**config.mk**
```make
export PLATFORM = sky130hd
export DESIGN_NAME = moving_average_ctrl
export DESIGN_NICKNAME = d
export VERILOG_FILES = /design/src/rtl/moving_average_ctrl_pkg.sv /design/src/rtl/moving_average_ctrl_window_check.sv /design/src/rtl/moving_average_ctrl.sv
export SDC_FILE = /design/constraint.sdc
export NUM_CORES = 1
export LEC_CHECK = 0
export CORE_ASPECT_RATIO = 0.8
export CORE_UTILIZATION = 48
export DETAILED_ROUTE_END_ITERATION = 8
export PLACE_DENSITY_LB_ADDON = 0.08
export SYNTH_ARGS = -nofsm -noshare
export SYNTH_HDL_FRONTEND = slang
export SYNTH_SLANG_ARGS = --single-unit
```
**constraint.sdc**
```tcl
create_clock -name clk -period 2.18 [get_ports clk]
set_input_delay 0.327 -clock clk [delete_from_list [all_inputs] [get_ports clk]]
set_output_delay 0.327 -clock clk [all_outputs]
set_load 0.02 [all_outputs]
```
**src/rtl/moving_average_ctrl_pkg.sv**
```systemverilog
// ============================================================================
// Module  : moving_average_ctrl_pkg
// Brief   : Shared widths, width helpers and sequencer state encoding.
// Revision: 1.0 - initial release
// ============================================================================
`default_nettype none

package moving_average_ctrl_pkg;

    localparam int SIZE_MAX_WINDOW_DEF = 64;

    function automatic int f_w_win(input int max_win);
        return $clog2(max_win) + 1;
    endfunction

    function automatic int f_w_sh(input int max_win);
        return $clog2($clog2(max_win) + 1);
    endfunction

    localparam int W_WIN = f_w_win(SIZE_MAX_WINDOW_DEF);
    localparam int W_SH  = f_w_sh(SIZE_MAX_WINDOW_DEF);

    typedef enum logic [1:0] {
        MA_CLEAR = 2'd0,
        MA_FILL  = 2'd1,
        MA_RUN   = 2'd2
    } ma_state_t;

endpackage

`default_nettype wire

```
**src/rtl/moving_average_ctrl_window_check.sv**
```systemverilog
// ============================================================================
// Module  : ma_window_check
// Brief   : Combinational legality check and log2 of a requested window.
// Revision: 1.0 - initial release
// ============================================================================
`default_nettype none

module ma_window_check
    import moving_average_ctrl_pkg::*;
#(
    parameter int SIZE_MAX_WINDOW = 64
) (
    input  logic [f_w_win(SIZE_MAX_WINDOW)-1:0] i_cfg_window,
    output logic                                o_legal,
    output logic [f_w_sh(SIZE_MAX_WINDOW)-1:0]  o_shift
);

    localparam int C_W_WIN = f_w_win(SIZE_MAX_WINDOW);
    localparam int C_W_SH  = f_w_sh(SIZE_MAX_WINDOW);
    localparam logic [C_W_WIN-1:0] C_MAX = C_W_WIN'(SIZE_MAX_WINDOW);

    logic [C_W_WIN-1:0] w_minus_one;
    logic               w_one_hot;

    always_comb begin
        w_minus_one = i_cfg_window - C_W_WIN'(1);
        w_one_hot   = (i_cfg_window != '0) && ((i_cfg_window & w_minus_one) == '0);
        o_legal     = w_one_hot && (i_cfg_window <= C_MAX);
        o_shift     = '0;
        for (int i = 0; i < C_W_WIN; i++) begin
            if (i_cfg_window[i]) begin
                o_shift = C_W_SH'(i);
            end
        end
    end

endmodule

`default_nettype wire

```
**src/rtl/moving_average_ctrl.sv**
```systemverilog
// ============================================================================
// Module  : moving_average_ctrl
// Brief   : Run-time sequencer (CLEAR/FILL/RUN) for the moving-average datapath.
//           Optional drop counter enabled by defining MA_CTRL_DROP_COUNT_EN.
// Revision: 1.0 - initial release
// ============================================================================
`default_nettype none

module moving_average_ctrl
    import moving_average_ctrl_pkg::*;
#(
    parameter int SIZE_MAX_WINDOW = 64,
    parameter int SIZE_WINDOW     = 8,
    parameter int CLEAR_CYCLES    = SIZE_MAX_WINDOW
) (
    input  logic                                clk,
    input  logic                                reset_n,
    input  logic                                cfg_valid,
    input  logic [f_w_win(SIZE_MAX_WINDOW)-1:0] cfg_window,
    output logic                                cfg_ready,
    output logic                                cfg_err,
    input  logic                                flush,
    input  logic                                in_valid,
    output logic                                ma_enable,
    output logic                                ma_clear,
    output logic [f_w_win(SIZE_MAX_WINDOW)-1:0] ma_window,
    output logic [f_w_sh(SIZE_MAX_WINDOW)-1:0]  ma_shift,
    output logic                                ma_avg_gate
`ifdef MA_CTRL_DROP_COUNT_EN
    ,
    output logic [15:0]                         drop_count
`endif
);

    localparam int C_W_WIN = f_w_win(SIZE_MAX_WINDOW);
    localparam int C_W_SH  = f_w_sh(SIZE_MAX_WINDOW);
    localparam int C_CLR_W = $clog2(CLEAR_CYCLES + 1);
    localparam logic [C_CLR_W-1:0] C_CLR_LAST = C_CLR_W'(CLEAR_CYCLES - 1);

    ma_state_t          r_state;
    logic [C_CLR_W-1:0] r_clear_cnt;
    logic [C_W_WIN-1:0] r_fill_cnt;
    logic [C_W_WIN-1:0] r_window;
    logic [C_W_SH-1:0]  r_shift;
    logic               r_ma_clear;
    logic               r_cfg_ready;
    logic               r_cfg_err;
    logic               r_avg_gate;

    logic               w_legal;
    logic [C_W_SH-1:0]  w_shift;
    logic               w_accept;
    logic               w_restart;
    logic [C_W_WIN-1:0] w_fill_next;

    ma_window_check #(
        .SIZE_MAX_WINDOW (SIZE_MAX_WINDOW)
    ) u_window_check (
        .i_cfg_window (cfg_window),
        .o_legal      (w_legal),
        .o_shift      (w_shift)
    );

    // An illegal request alone changes nothing; a coincident flush still restarts.
    assign w_accept    = cfg_valid & r_cfg_ready;
    assign w_restart   = (w_accept & w_legal) | (flush & (r_state != MA_CLEAR));
    assign w_fill_next = r_fill_cnt + C_W_WIN'(1);

    always_ff @(posedge clk or negedge reset_n) begin
        if (!reset_n) begin
            r_state     <= MA_CLEAR;
            r_clear_cnt <= '0;
            r_fill_cnt  <= '0;
            r_window    <= C_W_WIN'(SIZE_WINDOW);
            r_shift     <= C_W_SH'($clog2(SIZE_WINDOW));
            r_ma_clear  <= 1'b1;
            r_cfg_ready <= 1'b0;
            r_cfg_err   <= 1'b0;
            r_avg_gate  <= 1'b0;
        end else begin
            r_cfg_err <= w_accept & ~w_legal;
            if (w_accept && w_legal) begin
                r_window <= cfg_window;
                r_shift  <= w_shift;
            end
            if (w_restart) begin
                r_state     <= MA_CLEAR;
                r_clear_cnt <= '0;
                r_fill_cnt  <= '0;
                r_ma_clear  <= 1'b1;
                r_cfg_ready <= 1'b0;
                r_avg_gate  <= 1'b0;
            end else begin
                case (r_state)
                    MA_CLEAR: begin
                        if (r_clear_cnt == C_CLR_LAST) begin
                            r_state     <= MA_FILL;
                            r_fill_cnt  <= '0;
                            r_ma_clear  <= 1'b0;
                            r_cfg_ready <= 1'b1;
                        end else begin
                            r_clear_cnt <= r_clear_cnt + C_CLR_W'(1);
                        end
                    end
                    MA_FILL: begin
                        if (in_valid) begin
                            if (w_fill_next == r_window) begin
                                r_state    <= MA_RUN;
                                r_avg_gate <= 1'b1;
                            end else begin
                                r_fill_cnt <= w_fill_next;
                            end
                        end
                    end
                    MA_RUN: begin
                    end
                    default: begin
                        r_state     <= MA_CLEAR;
                        r_clear_cnt <= '0;
                        r_ma_clear  <= 1'b1;
                        r_cfg_ready <= 1'b0;
                        r_avg_gate  <= 1'b0;
                    end
                endcase
            end
        end
    end

`ifdef MA_CTRL_DROP_COUNT_EN
    logic [15:0] r_drop_count;

    always_ff @(posedge clk or negedge reset_n) begin
        if (!reset_n) begin
            r_drop_count <= '0;
        end else if (w_accept && w_legal) begin
            r_drop_count <= '0;
        end else if (in_valid && (r_state == MA_CLEAR) && (r_drop_count != 16'hFFFF)) begin
            r_drop_count <= r_drop_count + 16'd1;
        end
    end

    assign drop_count = r_drop_count;
`endif

    assign ma_enable   = in_valid & (r_state != MA_CLEAR);
    assign ma_clear    = r_ma_clear;
    assign cfg_ready   = r_cfg_ready;
    assign cfg_err     = r_cfg_err;
    assign ma_window   = r_window;
    assign ma_shift    = r_shift;
    assign ma_avg_gate = r_avg_gate;

endmodule

`default_nettype wire
```
# After elaboration in Yosys (flattened, before gate mapping)
# Index checks and enable logic that the tools add are counted.
# classes
n_addsub,3
n_lt_le_gt_ge,1
n_eq_ne,12
mux,29
n_bitwise,8
reduce_logical,15
# ops
op,n
two-way mux 7 bit,6
case mux 7 bit (2 select lines),2
"inequality test 3 bit, second input constant",5
"adder 7 x 1 -> 7 bit, second input constant",2
two-way mux 2 bit,6
two-way mux 3 bit,3
two-way mux 1 bit,8
AND reduction 4 bit,2
AND 7 bit,1
"== test 7 x 6 -> 1 bit, second input constant",1
== test 7 bit,1
"<= comparator 7 bit, second input constant",1
logical NOT 7 bit,1
nonzero test 7 bit,1
"subtractor 7 x 1 -> 7 bit, second input constant",1
case mux 1 bit (2 select lines),3
case mux 2 bit (3 select lines),1
AND 1 bit,5
"inequality test 2 x 1 -> 1 bit, second input constant",2
AND reduction 2 bit,2
OR reduction 2 bit,2
logical AND 1 bit,3
AND reduction 3 bit,1
nonzero test 3 bit,1
7 further kinds,7
# word_totals
ff_bits,30
input_bits,12
out_inout_bits,15
elab_cells,77

# Logic depth before layout (Yosys ltp)
# Gate-level depths: netlist of the first run.
# depth
ltp_word,9
mapped_depth,9

# By module
# Synthesis of the first run repeated with hierarchy kept, for this count alone.
# hier_totals
cells_unflattened,206
area_unflattened_um2,1836.8
# modules_own_cells
mod,instances,cells_each,area_per_inst_um2,seq_area_each_um2
moving_average_ctrl,1,188,1719.1,755.7
ma_window_check,1,18,117.6,0.0

# Least setup slack after synthesis of the first run
# OpenSTA, ideal clock, no wires.
# synth_path
path_kind,flip-flop to flip-flop
start,reg r_fill_cnt[0]
end,reg r_fill_cnt[0]
setup_ns,0.125
arrival_ns,2.101
required_ns,2.055
path_slack_ns,-0.046
stages_incl_launch_ff,10
synth_period_minus_slack_ns,2.226
path_cell_list,dfrtp_1 ha_1 and4_4 and3_1 o22ai_1 or3_1 buf_2 and2_4 buf_6 mux2_2
# synth_via
elab_chain_cells,5
elab_cells_between_ends,8
# synth_rtl
element,line_no,source
"start, declared",moving_average_ctrl.sv:42,logic [C_W_WIN-1:0] r_fill_cnt;
"start signal, assigned",moving_average_ctrl.sv:111,r_fill_cnt <= w_fill_next;
adder 7 x 1 -> 7 bit *,moving_average_ctrl.sv:67,assign w_fill_next = r_fill_cnt + C_W_WIN'(1);
"parallel branches: the longest is 4 deep, another holds == test 7 bit",-,
# Every way passes the cells marked *. The select of a mux whose other input is x is not followed.
# A chain may end at the register's enable or synchronous reset.

# Worst setup path after layout of the first run
# layout_path
start,reg r_fill_cnt[1]
end,reg r_fill_cnt[0]
# layout_via
elab_chain_cells,4
# layout_rtl
element,line_no,source
adder 7 x 1 -> 7 bit,moving_average_ctrl.sv:67,
== test 7 bit,moving_average_ctrl.sv:107,if (w_fill_next == r_window) begin
inequality test 3 bit (no source line),-,
AND reduction 4 bit (no source line),-,
# Every way passes these cells.

==> results of run 1 <==
layout make-up:
cell class	count	area, µm²	share of cell area (%)
clock inverter	2	60.06	2.407
clock buffer	6	82.58	3.310
sequential	30	757.0	30.34
multi-input combinational	143	1012	40.57
inverter	9	33.78	1.354
timing repair buffer	57	496.7	19.91
tap	42	52.55	2.106
power by group through the flow:
| stage | Combinational [µW] | Clock, µW | Sequential [µW] |
|---|---|---|---|
| after floorplan | 588 | 0 | 719 |
| after global placement | 953 | 0 | 697 |
| after detailed placement | 989 | 0 | 700 |
| after CTS | 997 | 719 | 691 |
| after global routing | 1220 | 738 | 700 |
| final | 1120 | 710 | 689 |
final timing paths:
path	from	to	slack, ns	depth (start not counted)
worst max-delay path	r_fill_cnt[1]	r_fill_cnt[0]	0.04	7
worst min register to register	ma_shift[0]	ma_shift[0]	0.46	2
worst min-delay path	reset_n	r_clear_cnt[3]	0.42	2
worst max register to register	r_fill_cnt[1]	r_fill_cnt[0]	0.04	7
min in group clk	ma_shift[0]	ma_shift[0]	0.46	2
max in group asynchronous	reset_n	ma_clear	1.44	2
state kept, by name, indices dropped and copies added, names as in the netlist:
| signal | flops |
|---|---|
| r_clear_cnt | 7 |
| ma_shift | 3 |
| ma_clear | 1 |
| ma_avg_gate | 1 |
| cfg_err | 1 |
| cfg_ready | 1 |
| r_state | 2 |
| ma_window | 7 |
| r_fill_cnt | 7 |
cell families (layout without fill, tap and decap cells):
logic type | count (synthesis) | count (layout) | share of synthesized area, %
multiplexers | 9 | 9 | 5.669
flip-flops | 30 | 30 | 42.81
buffers and inverters | 15 | 74 | 4.039
XOR/XNOR | 14 | 14 | 6.946
AND/OR/NAND/NOR | 69 | 69 | 20.06
AO/OA/AOI/OAI | 46 | 46 | 16.94
adder cells (fa/ha/maj) | 5 | 5 | 3.544
per-layer routing:
layer  track usage [%]  vias up
met4             12.29        0
li1                  -      795
met3             5.616        8
met2             38.87       52
met1             31.43      804
met5                 0        -
cells in the mapped netlist (3+ instances only):
master | count | area (µm²)
dfrtp_1 | 26 | 650.6
inv_1 | 9 | 33.78
mux2_2 | 6 | 67.56
nand4_1 | 4 | 25.02
o21ai_0 | 6 | 30.03
ha_1 | 5 | 62.56
o21ai_1 | 7 | 35.03
nand3_1 | 5 | 25.02
nor2_1 | 16 | 60.06
nor3_1 | 8 | 40.04
nor2b_1 | 3 | 18.77
a21oi_1 | 12 | 60.06
buf_2 | 3 | 15.01
and3_1 | 3 | 18.77
a31oi_1 | 3 | 18.77
a32o_1 | 5 | 50.05
nor3b_1 | 4 | 30.03
dfstp_2 | 4 | 105.1
or3_1 | 3 | 18.77
xor2_1 | 8 | 70.07
xnor2_1 | 6 | 52.55
nand2_1 | 15 | 56.30
worst reg2reg max path, cell delays in order (launching register included):
cell and delay, ns:
dfrtp_2 0.44, ha_4 0.19, xor2_1 0.16, xnor2_1 0.15, nand4_1 0.19, or3_4 0.45, and2_4 0.18, mux2_2 0.26
through the flow:
step | cells | util (%) | hold slack, ns | worst slack [ns] | total power, µW
4_1_cts | 286 | 69.61 | 0.4373 | 0.003794 | 2407
6_report | 289 | 71.88 | 0.4238 | 0.04250 | 2521
5_1_grt | 289 | 71.88 | 0.4816 | -0.1045 | 2655
3_3_place_gp | 278 | 65.21 | 0.4523 | -0.2853 | 1650
3_5_place_dp | 278 | 65.21 | 0.4556 | -0.3860 | 1689
2_1_floorplan | 188 | - | 0.03141 | 0.004674 | 1307
repair_timing:
action,in CTS,in global routing
pin swaps,0,2
resized for setup,2,15
buffers inserted,0,3
endpoints found under the setup margin,18,21
==> metrics.txt, run 1 <==
period utilization=98.05%; DR WL/cell=15.66 µm; # IOs=27; sequential cell area fraction in the yosys report=42.81%; top layer in use=met4; Tightest Pin Transition=0.4476 ns; I/O Buffers=26; layout cells sized above 1=26.72%; first-pass GRT wire length=7.410 mm; CP delay by family, top=simple AND/OR/NAND/NOR gates; Die W=69.81 µm; Slew headroom=69.93%; Clock Latency Late Sink=0.29 ns; Max-Cap Viols=0; net switching power=891.6 µW; Synth cell types=45; CTS Hold Bufs=0; final instance area=2495 µm²; # DRC=0; endpoints failing setup=0; WP data arrival=2.31 ns; drt first-iter violations=78; P&R area growth vs syn=41.32%; Initial Util=50.87%; combinational share of power=44.5%; Startpoint Class=flip-flop; EDFF count, synth=0; RePlAce Congestion=0.8816; core area=3471 µm²; number of antenna violations at the first check in global routing=0; mean post-synth cell area=9.391 µm²; Final Max Slew Viols=0; YS warnings=0; fin nets=263; GRT Total Usage=24.48%; Crit path buffers/inverters=0; crit-path max cell delay=0.45 ns; fill count=254; Setup crit end kind=flip-flop; #FFs+latches synth=30; asr flop ratio synth=100.0%; DR WL met3=246 µm; clk buf depth=2; vias in the first global route=1615; Worst path slowest cell=or3_4; minimum clock period=2.137 ns; Internal=1630 µW; commonest non-fill, non-tap cell in the layout=buf_4; CP Max Fanout=6; Final HPWL DP=3.243 mm; Worst Path Required=2.36 ns; CTS tree=done; die area=3926 µm²; fmax=467.8 MHz; antenna cells=0; Leakage=0.001119 µW; post-route ant nets=0; status=complete, no violations; H-Tree Depth=2; Final Hold Viols=0; row count=19; Via Count=1659; Clock power frac=28.2%; post-synthesis instance total=188; die height=56.25 µm; crit-path cells=ha_4, xor2_1, xnor2_1, nand4_1, or3_4, and2_4, mux2_2; Sequential Power Share=27.3%; CTS root buf=clkbuf_8; M1 WL=1.991 mm; Post-Syn Area=1765 µm²; most frequent cells in the layout=buf_4 (30), clkdlybuf4s50_1 (26), dfrtp_1 (25), nor2_1 (16), nand2_1 (14); Mapped Nets=205; Setup CP Type=flip-flop to flip-flop; drt total wl=4.525 mm; total CTS buffers=5; largest net degree at the start of global routing=31; Clk pin slew, worst setup/hold paths=0.07 ns; First-pass DRT Iterations=4; met2 WL=2.211 mm; VDD IR max=0.0005263 V; vias per std cell=5.740; setup TNS=0 ns; power density over the cells=1011 nW/µm²; RSZ-0062 raised after global routing=yes; switch share=35.36%; GRT overflow=0; # clock sinks=30; Main synth FF type=dfrtp_1; min-delay worst type=input pin to async pin; Final Skew=0.004765 ns; placed instance area=2263 µm²
(Power assumes the default switching activity.)
==> run 2: changes to the inputs <==
CTS_CLUSTER_SIZE = 20   (was not set)
==> results of run 2 <==
The final DEF is identical to that of run 1; final timing and power are the same.
